`config.mk`:
```
export PLATFORM = sky130hd
export DESIGN_NAME = board_link_rx
export DESIGN_NICKNAME = d
export VERILOG_FILES = /design/src/rtl/board_link_rx_pkg.sv /design/src/rtl/board_link_rx_sync_nff.sv /design/src/rtl/board_link_rx.sv
export SDC_FILE = /design/constraint.sdc
export NUM_CORES = 1
export LEC_CHECK = 0
export ABC_AREA = 1
export BUFFER_PORTS_ARGS = -buffer_cell sky130_fd_sc_hd__buf_2
export CORE_ASPECT_RATIO = 1.1
export CORE_MARGIN = 1.5
export CORE_UTILIZATION = 34
export CTS_CLUSTER_SIZE = 14
export DETAILED_ROUTE_END_ITERATION = 16
export HOLD_SLACK_MARGIN = 0.02
export SLEW_MARGIN = 20
export SYNTH_ARGS = -nofsm -noshare
export SYNTH_HDL_FRONTEND = slang
export SYNTH_SLANG_ARGS = --single-unit
export TNS_END_PERCENT = 5
```
`constraint.sdc`:
```
create_clock -name clk -period 2.6 [get_ports clk]
set_input_delay 0.26 -clock clk [delete_from_list [all_inputs] [get_ports clk]]
set_output_delay 0.26 -clock clk [all_outputs]
set_load 0.03 [all_outputs]
```
`src/rtl/board_link_rx_pkg.sv`:
```
// Shared definitions for both ends of the inter-board sudoku link.
package board_link_rx_pkg;

    localparam int LINK_WORDS = 82;
    localparam int GRID_CELLS = 81;

    typedef logic [3:0] word_t;

    typedef enum logic [2:0] {
        IDLE  = 3'd0,
        REQ   = 3'd1,
        WAITV = 3'd2,
        ACK   = 3'd3,
        CLOSE = 3'd4,
        ABORT = 3'd5
    } state_t;

endpackage

```
`src/rtl/board_link_rx_sync_nff.sv`:
```
// Multi-flop synchroniser for asynchronous peer inputs; width and depth are parameters.
module sync_nff #(
    parameter int WIDTH  = 1,
    parameter int STAGES = 2
) (
    input  logic             clk,
    input  logic             rst,
    input  logic [WIDTH-1:0] i_d,
    output logic [WIDTH-1:0] o_q
);

    logic [STAGES-1:0][WIDTH-1:0] r_stage;

    always_ff @(posedge clk) begin
        if (rst) begin
            r_stage <= '0;
        end else begin
            r_stage <= {r_stage[STAGES-2:0], i_d};
        end
    end

    assign o_q = r_stage[STAGES-1];

endmodule

```
`src/rtl/board_link_rx.sv`:
```
// Receiving end of the sudoku board link: requests a transfer, then takes one
// header word and 81 cell words from the peer, writing cells to the local grid.
module board_link_rx
    import board_link_rx_pkg::*;
#(
    parameter int SYNC_STAGES = 2,
    parameter int TIMEOUT     = 1_000_000
) (
    input  logic       clk,
    input  logic       rst,
    input  logic       start,
    output logic       request,
    input  logic       ack_in,
    input  logic       valid,
    input  logic [3:0] data,
    output logic       ack_out,
    output logic [3:0] header,
    output logic       wr_en,
    output logic [6:0] wr_addr,
    output logic [3:0] wr_data,
    output logic       busy,
    output logic       done,
    output logic       error,
    output logic [2:0] dbg_state
);

    localparam int TMO_W = $clog2(TIMEOUT + 1);

    // Four-phase handshake: peer raises valid with stable data, we capture and
    // raise ack_out, peer drops valid, we drop ack_out and move to the next word.
    logic       w_ack_s;
    logic       w_valid_s;
    word_t      w_data_s;

    sync_nff #(.WIDTH(1), .STAGES(SYNC_STAGES)) u_sync_ack (
        .clk (clk), .rst (rst), .i_d (ack_in), .o_q (w_ack_s)
    );
    sync_nff #(.WIDTH(1), .STAGES(SYNC_STAGES)) u_sync_valid (
        .clk (clk), .rst (rst), .i_d (valid), .o_q (w_valid_s)
    );
    sync_nff #(.WIDTH(4), .STAGES(SYNC_STAGES)) u_sync_data (
        .clk (clk), .rst (rst), .i_d (data), .o_q (w_data_s)
    );

    state_t     r_state;
    state_t     w_next;
    logic [6:0] r_idx;
    logic [TMO_W-1:0] r_tmo;
    word_t      r_header;
    logic       r_wr_en;
    logic [6:0] r_wr_addr;
    word_t      r_wr_data;
    logic       r_done;
    logic       r_error;

    logic       w_tmo_hit;
    logic       w_capture;
    logic       w_advance;
    logic       w_finish;
    logic       w_abort;
    logic       w_timed;

    assign w_timed   = (r_state == REQ) || (r_state == WAITV) ||
                       (r_state == ACK) || (r_state == CLOSE);
    assign w_tmo_hit = w_timed && (r_tmo == TMO_W'(TIMEOUT - 1));

    always_ff @(posedge clk) begin
        if (rst) begin
            r_state <= IDLE;
        end else begin
            r_state <= w_next;
        end
    end

    always_comb begin
        w_next    = r_state;
        w_capture = 1'b0;
        w_advance = 1'b0;
        w_finish  = 1'b0;
        w_abort   = 1'b0;
        case (r_state)
            IDLE: begin
                if (start) w_next = REQ;
            end
            REQ: begin
                if (w_tmo_hit)    w_abort = 1'b1;
                else if (w_ack_s) w_next  = WAITV;
            end
            WAITV: begin
                if (w_tmo_hit) begin
                    w_abort = 1'b1;
                end else if (w_valid_s) begin
                    w_capture = 1'b1;
                    w_next    = ACK;
                end
            end
            ACK: begin
                if (w_tmo_hit) begin
                    w_abort = 1'b1;
                end else if (!w_valid_s) begin
                    w_advance = 1'b1;
                    w_next    = (r_idx == 7'(LINK_WORDS - 1)) ? CLOSE : WAITV;
                end
            end
            CLOSE: begin
                if (w_tmo_hit) begin
                    w_abort = 1'b1;
                end else if (!w_ack_s) begin
                    w_finish = 1'b1;
                    w_next   = IDLE;
                end
            end
            ABORT: begin
                if (!w_ack_s && !w_valid_s) w_next = IDLE;
            end
            default: w_next = IDLE;
        endcase
        if (w_abort) w_next = ABORT;
    end

    always_ff @(posedge clk) begin
        if (rst) begin
            r_idx     <= '0;
            r_tmo     <= '0;
            r_header  <= '0;
            r_wr_en   <= 1'b0;
            r_wr_addr <= '0;
            r_wr_data <= '0;
            r_done    <= 1'b0;
            r_error   <= 1'b0;
        end else begin
            if (w_next != r_state || !w_timed) begin
                r_tmo <= '0;
            end else begin
                r_tmo <= r_tmo + 1'b1;
            end

            // idx saturates at the last word so wr_addr can never exceed 80.
            if (r_state == IDLE && start) begin
                r_idx <= '0;
            end else if (w_advance && r_idx != 7'(LINK_WORDS - 1)) begin
                r_idx <= r_idx + 7'd1;
            end

            if (w_capture && r_idx == 7'd0) begin
                r_header <= w_data_s;
            end

            r_wr_en   <= w_capture && (r_idx != 7'd0);
            r_wr_addr <= (w_capture && r_idx != 7'd0) ? r_idx - 7'd1 : 7'd0;
            r_wr_data <= (w_capture && r_idx != 7'd0) ? w_data_s : 4'd0;
            r_done    <= w_finish;
            r_error   <= w_abort;
        end
    end

    assign request   = (r_state == REQ) || (r_state == WAITV) || (r_state == ACK);
    assign ack_out   = (r_state == ACK);
    assign busy      = (r_state != IDLE);
    assign header    = r_header;
    assign wr_en     = r_wr_en;
    assign wr_addr   = r_wr_addr;
    assign wr_data   = r_wr_data;
    assign done      = r_done;
    assign error     = r_error;
    assign dbg_state = r_state;

endmodule

```
Yosys cells after proc, flatten, opt, wreduce, memory -nomap -nowiden
Index checks and enable logic that the tools add are counted.

word-level totals
  register bits = 60
  output and inout port bits = 24
  logic and storage cells = 73

cells by class
  add/subtract/negate cells = 3
  equality and inequality tests = 9
  multiplexer cells = 22
  bitwise operators = 2
  reduce and logical (&&, ||, !) cells = 22

operators with widths
  cell                     count
  $mux W3                  12
  $add A20 B1 Y20 const B  1
  $eq A20 B20 Y1 const B   1
  $pmux W3 S6              1
  $mux W1                  9
  $add A7 B1 Y7 const B    1
  $eq A7 B7 Y1 const B     1
  $logic_not A7 Y1         1
  $ne A7 B7 Y1 const B     1
  $reduce_bool A7 Y1       1
  $sub A7 B1 Y7 const B    1
  $eq A3 B2 Y1 const B     2
  $eq A3 B3 Y1 const B     2
  $logic_and A1 B1 Y1      6
  $reduce_or A2 Y1         3
  $logic_or A1 B1 Y1       4
  $reduce_or A4 Y1         1
  $eq A3 B1 Y1 const B     1
  $logic_not A1 Y1         3
  $logic_not A3 Y1         1
  $ne A3 B3 Y1             1
  $reduce_bool A3 Y1       1
  $reduce_or A3 Y1         1
  $not A1 Y1               2

Depth between registers and ports, before layout
Gate-level depths: netlist of run 1.

  depth after elaboration = 11
  depth in mapped cells = 13

Cells and area by module
Synthesis of run 1 repeated with hierarchy kept, for this count alone.

unflattened totals
  cell total of the unflattened synthesis = 343
  area total of the unflattened synthesis = 2731.4 um^2

modules (own cells, without submodules)
  module                      times used  cells an instance  area each (um^2)
  board_link_rx               1           302                2359.8
  sync_nff at u_sync_data     1           29                 261.5
  sync_nff at u_sync_ack ...  2           6                  55.1

Least setup slack after synthesis of run 1
OpenSTA, ideal clock, no wires.

  kind = register to register
  start = reg r_state[2] (netlist: dbg_state[2])
  end = reg r_tmo[0]
  setup time = 0.121 ns
  data arrival time = 1.775 ns
  slack = 0.704 ns
  cell stages (with the launch flop) = 13
  period minus slack after synthesis = 1.896 ns
  cell sequence = dfxtp_1 -> inv_1 -> o21ai_2 -> nand2_4 -> nand4_4 -> nand2_1 -> nand2_2 -> inv_1 -> nor2_1 -> nand4_1 -> nand3_1 -> buf_6 -> nor3_2

on the way
  word-level cells in the longest chain between the ends = 11
  elaborated cells between the ends (all ways) = 29
  those cells by class = 6 x eq/ne; 14 x mux; 9 x reduce/logical

ends and longest elaborated chain
  item                                                 line                                      RTL
  from (decl)                                          board_link_rx.sv:45                       state_t r_state;
  from (signal assigned)                               board_link_rx.sv:71                       r_state <= w_next;
  $eq A3 B1 Y1 / $eq A3 B2 Y1 (equally long branches)  board_link_rx.sv:63, board_link_rx.sv:81
  $logic_or A1 B1 Y1 (2 in a row)                      board_link_rx.sv:63                       assign w_timed = (r_state == REQ) || (r_state == WAITV) ||
  $logic_or A1 B1 Y1                                   board_link_rx.sv:64                       (r_state == ACK) || (r_state == CLOSE);
  $logic_and A1 B1 Y1                                  board_link_rx.sv:65                       assign w_tmo_hit = w_timed && (r_tmo == TMO_W'(TIMEOUT - 1));
  $mux W3 (tied with other cells)                      board_link_rx.sv:106                      if (w_tmo_hit) begin
  $pmux W3 S6 / $mux W1 (equally long branches)        -
  $mux W3                                              board_link_rx.sv:118                      if (w_abort) w_next = ABORT;
  $ne A3 B3 Y1                                         board_link_rx.sv:132                      if (w_next != r_state || !w_timed) begin
  $logic_or A1 B1 Y1 (*)                               board_link_rx.sv:132
  $reduce_or A2 Y1 (no line) (*)                       -
  to (signal assigned)                                 board_link_rx.sv:135                      r_tmo <= r_tmo + 1'b1;
  to (decl)                                            board_link_rx.sv:48                       logic [TMO_W-1:0] r_tmo;

Mark *: on every way between the ends. The rest lies on a longest branch, timed or not.
A chain may end at the register's enable or synchronous reset.

Final worst setup path of run 1
  start = reg r_tmo[0]
  end = reg r_tmo[19]

on the way
  word-level cells in the longest chain between the ends = 8
  elaborated cells between the ends (all ways) = 14
  those cells by class = 1 x add/sub; 2 x eq/ne; 8 x mux; 3 x reduce/logical

ends and longest elaborated chain
  item                                           line
  $eq A20 B20 Y1                                 board_link_rx.sv:65
  $logic_and A1 B1 Y1                            board_link_rx.sv:65
  $mux W3 (tied with other cells)                board_link_rx.sv:106
  $pmux W3 S6 / $mux W1 (equally long branches)  -
  $mux W3                                        board_link_rx.sv:118
  $ne A3 B3 Y1                                   board_link_rx.sv:132
  $logic_or A1 B1 Y1                             board_link_rx.sv:132
  $reduce_or A2 Y1 (no line)                     -

Several ways; a longest one is shown, not always the timed one.

==> results of run 1 <==
[final timing paths]
check,endpoint,start,depth (start not counted)
max,r_tmo[19],r_tmo[0],12
min,u_sync_valid.r_stage[0],valid,3
max reg2reg,r_tmo[19],r_tmo[0],12
min reg2reg,u_sync_data.o_q[2],u_sync_data.r_stage[2],2
[routing by layer]
layer	global-route usage	up-vias
li1	-	1223
met1	0.169	1015
met4	0.0574	0
met3	0.0525	9
met2	0.209	43
met5	0	-
[flip-flops by register name, indices dropped and copies added (netlist names), 3 cells and up]
name	cells
wr_addr	7
r_tmo	20
dbg_state	3
u_sync_data.r_stage	4
r_idx	7
header	4
wr_data	4
u_sync_data.o_q	4
[cells in the mapped netlist, drive strengths merged]
| cell | count |
|---|---|
| dfxtp | 60 |
| xor2 | 15 |
| o21ai | 8 |
| o31ai | 1 |
| nand4 | 13 |
| ha | 4 |
| nand2 | 53 |
| nor4 | 4 |
| nor3b | 1 |
| or2 | 1 |
| clkbuf | 2 |
| buf | 5 |
| xnor2 | 4 |
| a21oi | 14 |
| nand3 | 24 |
| inv | 68 |
| a211oi | 1 |
| nor2 | 49 |
| a31oi | 1 |
| nor3 | 32 |
[worst register-to-register path: cells and delay by family, from the launching register on]
family / cells / cell delay (ns)
adder cells (fa/ha/maj): 1 / 0.25
flip-flops: 1 / 0.43
buffers and inverters: 1 / 0.28
AND/OR/NAND/NOR: 10 / 1.32
[logic make-up (layout without fill, tap and decap cells)]
| logic type | after synthesis | count (layout) |
|---|---|---|
| buffers and inverters | 75 | 119 |
| xor gates and xnor gates | 19 | 19 |
| AOI/OAI and AO/OA | 25 | 25 |
| DFF | 60 | 60 |
| adders and majority gates | 4 | 4 |
| and+or+nand+nor | 177 | 177 |
[power by group]
| group | total, µW | switching (µW) | leakage (µW) | internal (µW) |
|---|---|---|---|---|
| clock network | 934 | 369 | 0.000113 | 565 |
| registers | 941 | 10.2 | 0.000486 | 931 |
| logic | 105 | 72.3 | 0.000795 | 32.6 |
| total | 1980 | 452 | 0.00139 | 1530 |
[metrics by stage]
step	setup WS, ns	cell area (µm²)
finish	0.246	3340
global route	0.0351	3340
CTS	0.231	3340
detailed placement	0.281	3120
global placement	0.343	3120
floorplan	0.704	2830
[layout make-up]
type	instances	area (µm²)
Fill cell	834	4660
Multi-Input combinational cell	225	1320
Sequential cell	60	1200
Inverter	68	255
Timing Repair Buffer	35	208
Clock buffer	10	138
Tap cell	108	135
Clock inverter	6	86.3
==> summary.md, run 1 <==
| Metric | Value |
|---|---|
| Largest area contributor in the netlist | `dfxtp_1` |
| Total Wirelength | `approximately 5.6 mm` |
| Final ANT Viol Nets | `0` |
| Top layer in use | `met4` |
| Sequential area share after synthesis | `0.424` |
| Clk pin slew, worst setup/hold paths | `0.07 ns` |
| Non-Filler Instances | `approximately 510` |
| First-pass GRT wire length | `approximately 9.5 mm` |
| Worst Setup End Kind | `register` |
| DP HPWL | `4.12 mm` |
| Clock root cell | `clkbuf_8` |
| Finish-stage setup viols | `0` |
| Max cap viols | `0` |
| Routed wl met2 | `roughly 2.5 mm` |
| Syn_nets | `around 370` |
| Period minus WS final | `~2.4 ns` |
| Clock sinks | `60` |
| Leakage | `around 0.0014 µW` |
| Worst VDD drop | `~300 µV` |
| Vias in the first global route | `between 2000 and 2500` |
| Row count | `34` |
| DRT iter0 DRCs | `83` |
| Synth top area cells | `dfxtp_1, inv_1, nor3_2` |
| Cells after Synth | `360` |
| Core area | `approximately 8000 µm²` |
| Highest clock rate | `425 MHz` |
| Tcrit/Tclk final | `0.906` |
| Cell family with most CP delay | `simple AND/OR/NAND/NOR gates` |
| First-pass iteration count of the detailed router | `4` |
| CTS tree | `done` |
| DIE AREA | `around 9000 µm²` |
| Clock latency on the worst-skew pair | `~0.34 ns` |
| Area share of the largest cell type after synthesis | `0.424` |
| Critical path class | `reg -> reg` |
| Cts repair resizes | `0` |
| H-tree depth | `3` |
| CP peak stage delay | `approximately 0.43 ns` |
| Actual slew at the worst max-slew pin | `roughly 0.43 ns` |
| Layout Skew | `0.00922 ns` |
| Core Util, Final | `0.418` |
| Via Count | `about 2300` |
| Antenna violations before repair | `0` |
| Synth warnings | `0` |
| Buffer count from post-CTS setup fixing | `0` |
| Num ports | `33` |
| Worst reg2reg setup slack | `around 0.25 ns` |
| CP Cell Sequence | `ha_1 -> nand3_2 -> nor2_2 -> nand4_4 -> nand2_1 -> nand2_2 -> nand3_1 -> nand2_1 -> nand2_1 -> nand3_2 -> buf_12 -> nor3_2` |
| Synth Cell Area | `2830 µm²` |
| Syn_area_per_cell | `a little under 8 µm²` |
| Largest family of logic cells by synthesized area | `simple AND/OR/NAND/NOR gates` |
| Commonest non-fill, non-tap cell in the layout | `inv_1` |
| Most frequent cells in the layout | `inv_1, dfxtp_1, nand2_1` |
| Cell mode on critical path | `nand2_1` |
| Worst Path Arrival | `~2.6 ns` |
| Hold WC Path Type | `in -> reg` |
| Mux contribution to synthesized area | `0` |
| Die width | `about 90 µm` |
| Met1 WL | `around 2.7 mm` |
| Synth cell types | `32` |
| Post-CTS Hold Buffers | `0` |
| Largest net degree at the start of global routing | `24` |
| Status | `completed` |
| RePlAce Congestion | `between 0.8 and 0.9` |
| Max Slew Vio Count | `0` |
| # DRC | `0` |
| N_diodes | `0` |
| WL met3 | `235 µm` |
| #FFs+latches synth | `60` |
| Gr usage total | `0.135` |
| Placed cells | `~500` |
| Wirelength per Cell | `11.0 µm` |
| Synth Area in XOR/XNOR | `0.0588` |
| Crit-path slowest cell | `dfxtp_1` |
| Drt via density | `4.47` |
| Clock Path Buffers | `2` |
| Synth Area in Simple Gates | `0.341` |
| Final hold vios | `0` |
| Total CTS buffers | `9` |
| Slew margin rel. | `0.712` |
| Area Growth Syn to Fin | `18.0%` |
| Fraction of layout cells with a size suffix above 1 | `0.223` |
| Adder-cell share of the synthesized area | `0.0177` |
| I/O Buffers | `32` |
| Grt total ovfl | `0` |
| Initial Util | `0.354` |
| Worst setup SP type | `register` |
| RSZ-0062 raised after global routing | `false` |
| Die span in y | `a little under 100 µm` |
| Synth Area in Compound Gates | `0.0477` |
| WP data required | `approximately 2.9 ns` |
| Fin Setup TNS | `0 ns` |
| Hold slack | `approximately 0.13 ns` |
| Pwr Total | `~2000 µW` |
| Max FO, Critical Path | `11` |
| P per Cell Area | `593 nW/µm²` |
| Nets | `between 400 and 500` |
| Bufs and invs on worst path | `1` |
(Power assumes the default switching activity.)
==> run 2, diff against run 1 <==
clock period = 2.5 ns   (was 2.6 ns; I/O delays follow)
==> run 2 against run 1 <==
Effect of this change: wire length decreased by 0.93%; clock-buffer cell count did not move; global-route usage rose by 0.17 points; die area did not move; non-clock buffer count did not move; utilization fell by 0.094 points; fmax grew 8.4%; cell area shrank 0.22%; largest power group unchanged; highest routed layer unchanged.
==> summary.md, run 2 (synthesis results as in run 1) <==
| Metric | Value |
|---|---|
| Status | `completed` |
| Wirelength per Cell | `10.9 µm (-0.93%)` |
| Finish-stage setup viols | `0 (unchanged)` |
| Most frequent cells in the layout | `inv_1, dfxtp_1, nand2_1` |
| Num ports | `33 (unchanged)` |
| DIE AREA | `8880 µm² (unchanged)` |
| RePlAce Congestion | `0.879 (-2.2%)` |
| Finished Cell Area | `3330 µm² (-0.22%)` |
| Critical path class | `reg -> reg` |
| Max Slew Vio Count | `0 (unchanged)` |
| Period minus WS final | `2.17 ns (-0.183 ns)` |
| Clock latency on the worst-skew pair | `0.33 ns (about the same)` |
| Row count | `34 (unchanged)` |
| Max reg flops | `20 (unchanged)` |
| First-pass iteration count of the detailed router | `4 (unchanged)` |
| Drt via density | `4.47 (about the same)` |
| CP peak stage delay | `0.44 ns (about the same)` |
| Initial Util | `0.354 (unchanged)` |
| Total CTS buffers | `9 (unchanged)` |
| Busiest grt layer | `met2` |
| Layout Skew | `0.00542 ns (-0.00380 ns)` |
| CP Cell Sequence | `ha_1 -> nand3_2 -> nor2_1 -> nand4_2 -> nand2_1 -> nand2_1 -> nor2_1 -> nand4_1 -> nand3_1 -> buf_12 -> nor3_2` |
| Die span in y | `98.7 µm (unchanged)` |
| Post-CTS Hold Buffers | `0 (unchanged)` |
| CTS tree | `done` |
| Worst setup SP type | `register` |
| WP data required | `2.72 ns (-0.14 ns)` |
| RSZ-0062 raised after global routing | `false` |
| Via Count | `2289 (-0.044%)` |
| First-pass GRT wire length | `9.76 mm (+3.3%)` |
| Worst reg2reg setup slack | `0.33 ns (+0.08 ns)` |
| Clk pin slew, worst setup/hold paths | `0.07 ns (about the same)` |
| Crit Reg-Reg Startpoint | `r_tmo[0]` |
| Clock Path Buffers | `2 (unchanged)` |
| Min-delay src | `data[1]` |
| Grt total ovfl | `0 (unchanged)` |
| Max cap viols | `0 (unchanged)` |
| Largest Register | `r_tmo` |
| Area Growth Syn to Fin | `17.7%` |
| Leakage | `0.00138 µW (-0.73%)` |
| Worst Setup End Kind | `register` |
| Area of placed instances | `3120 µm² (unchanged)` |
| Actual slew at the worst max-slew pin | `0.420 ns (-0.0124 ns)` |
| Fraction of layout cells with a size suffix above 1 | `0.220 (-0.00248)` |
| Grt met2 use | `0.216 (+0.00646)` |
| Gr usage total | `0.137 (+0.00169)` |
| GRT met3 Usage | `0.0363 (-0.0162)` |
| Highest clock rate | `460 MHz (+8.4%)` |
| Vias in the first global route | `2176 (+3.8%)` |
| Slew margin rel. | `0.720 (+0.00825)` |
| Crit-path slowest cell | `dfxtp_1` |
| Buffer count from post-CTS setup fixing | `0 (unchanged)` |
| N_diodes | `0 (unchanged)` |
| Die width | `90.0 µm (unchanged)` |
| Final ANT Viol Nets | `0 (unchanged)` |
| Clock root cell | `clkbuf_8` |
| Fin Setup TNS | `0 ns (unchanged)` |
| Commonest non-fill, non-tap cell in the layout | `inv_1` |
| Worst VDD drop | `404 µV (+31%)` |
| Largest net degree at the start of global routing | `24 (unchanged)` |
| Hold WC Path Type | `in -> reg` |
| Crit path launch | `r_tmo[0]` |
| Max FO, Critical Path | `20 (+9)` |
| I/O Buffers | `32 (unchanged)` |
| Antenna violations before repair | `0 (unchanged)` |
| Nets | `412 (unchanged)` |
| P per Cell Area | `610 nW/µm² (+2.8%)` |
| DP HPWL | `4.14 mm (+0.32%)` |
| Tcrit/Tclk final | `0.869 (-0.0368)` |
| DRT iter0 DRCs | `82 (-1.2%)` |
| Cts repair resizes | `0 (unchanged)` |
| Clock sinks | `60 (unchanged)` |
| Total Wirelength | `5.56 mm (-0.93%)` |
| Core area | `8000 µm² (unchanged)` |
| # DRC | `0 (unchanged)` |
| Final hold vios | `0 (unchanged)` |
| Met1 usage in global routing | `0.177 (+0.00769)` |
| H-tree depth | `3 (unchanged)` |
| Worst Path Arrival | `2.39 ns (-0.23 ns)` |
[run 2: cell count changes in the layout (fill, tap and decap cells not counted), sizes merged]
cell      delta
clkinvlp     +1
inv          -1
[run 2: metrics by stage]
stage	power [µW]	setup slack (ns)	hold WS, ns	std cells	util
CTS	2060	0.334	0.101	512	0.417
floorplan	1080	0.604	0.342	360	-
global route	2120	0.109	0.111	512	0.417
global placement	1110	0.416	0.391	496	0.390
detailed placement	1110	0.359	0.394	496	0.390
finish	2030	0.328	0.117	512	0.417
[run 2: layer usage]
metal | share of wire | vias up
li1 | - | 1226
met1 | 0.50 | 1024
met2 | 0.46 | 32
met3 | 0.029 | 7
met4 | 0.018 | 0
met5 | 0 | -
[run 2: final timing paths]
path / to / cells after the start
setup reg to reg: r_tmo[0] / 11
hold reg to reg: u_sync_valid.o_q / 2
hold / removal: u_sync_data.r_stage[1] / 3
setup / recovery: r_tmo[0] / 11
[run 2: area by class of cell]
type                            count  area [µm²]
Sequential cell                    60        1200
Tap cell                          108         135
Clock inverter                      6        88.8
Clock buffer                       10         128
Timing Repair Buffer               35         208
Fill cell                         853        4670
Inverter                           68         255
Multi-Input combinational cell    225        1320
[run 2: worst max-delay path, delay by kind of cell, from the launching register on]
kind | cells | cell delay [ns]
fa+ha+maj | 1 | 0.24
buf+inv | 1 | 0.20
flops | 1 | 0.44
simple gates | 9 | 1.17
[run 2: where the power goes]
part | leakage [µW] | switching [µW] | internal [µW]
sequential | 0.000486 | 10.7 | 968
combinational | 0.000795 | 74.2 | 34.0
clock | 0.000102 | 383 | 561
total | 0.00138 | 468 | 1560
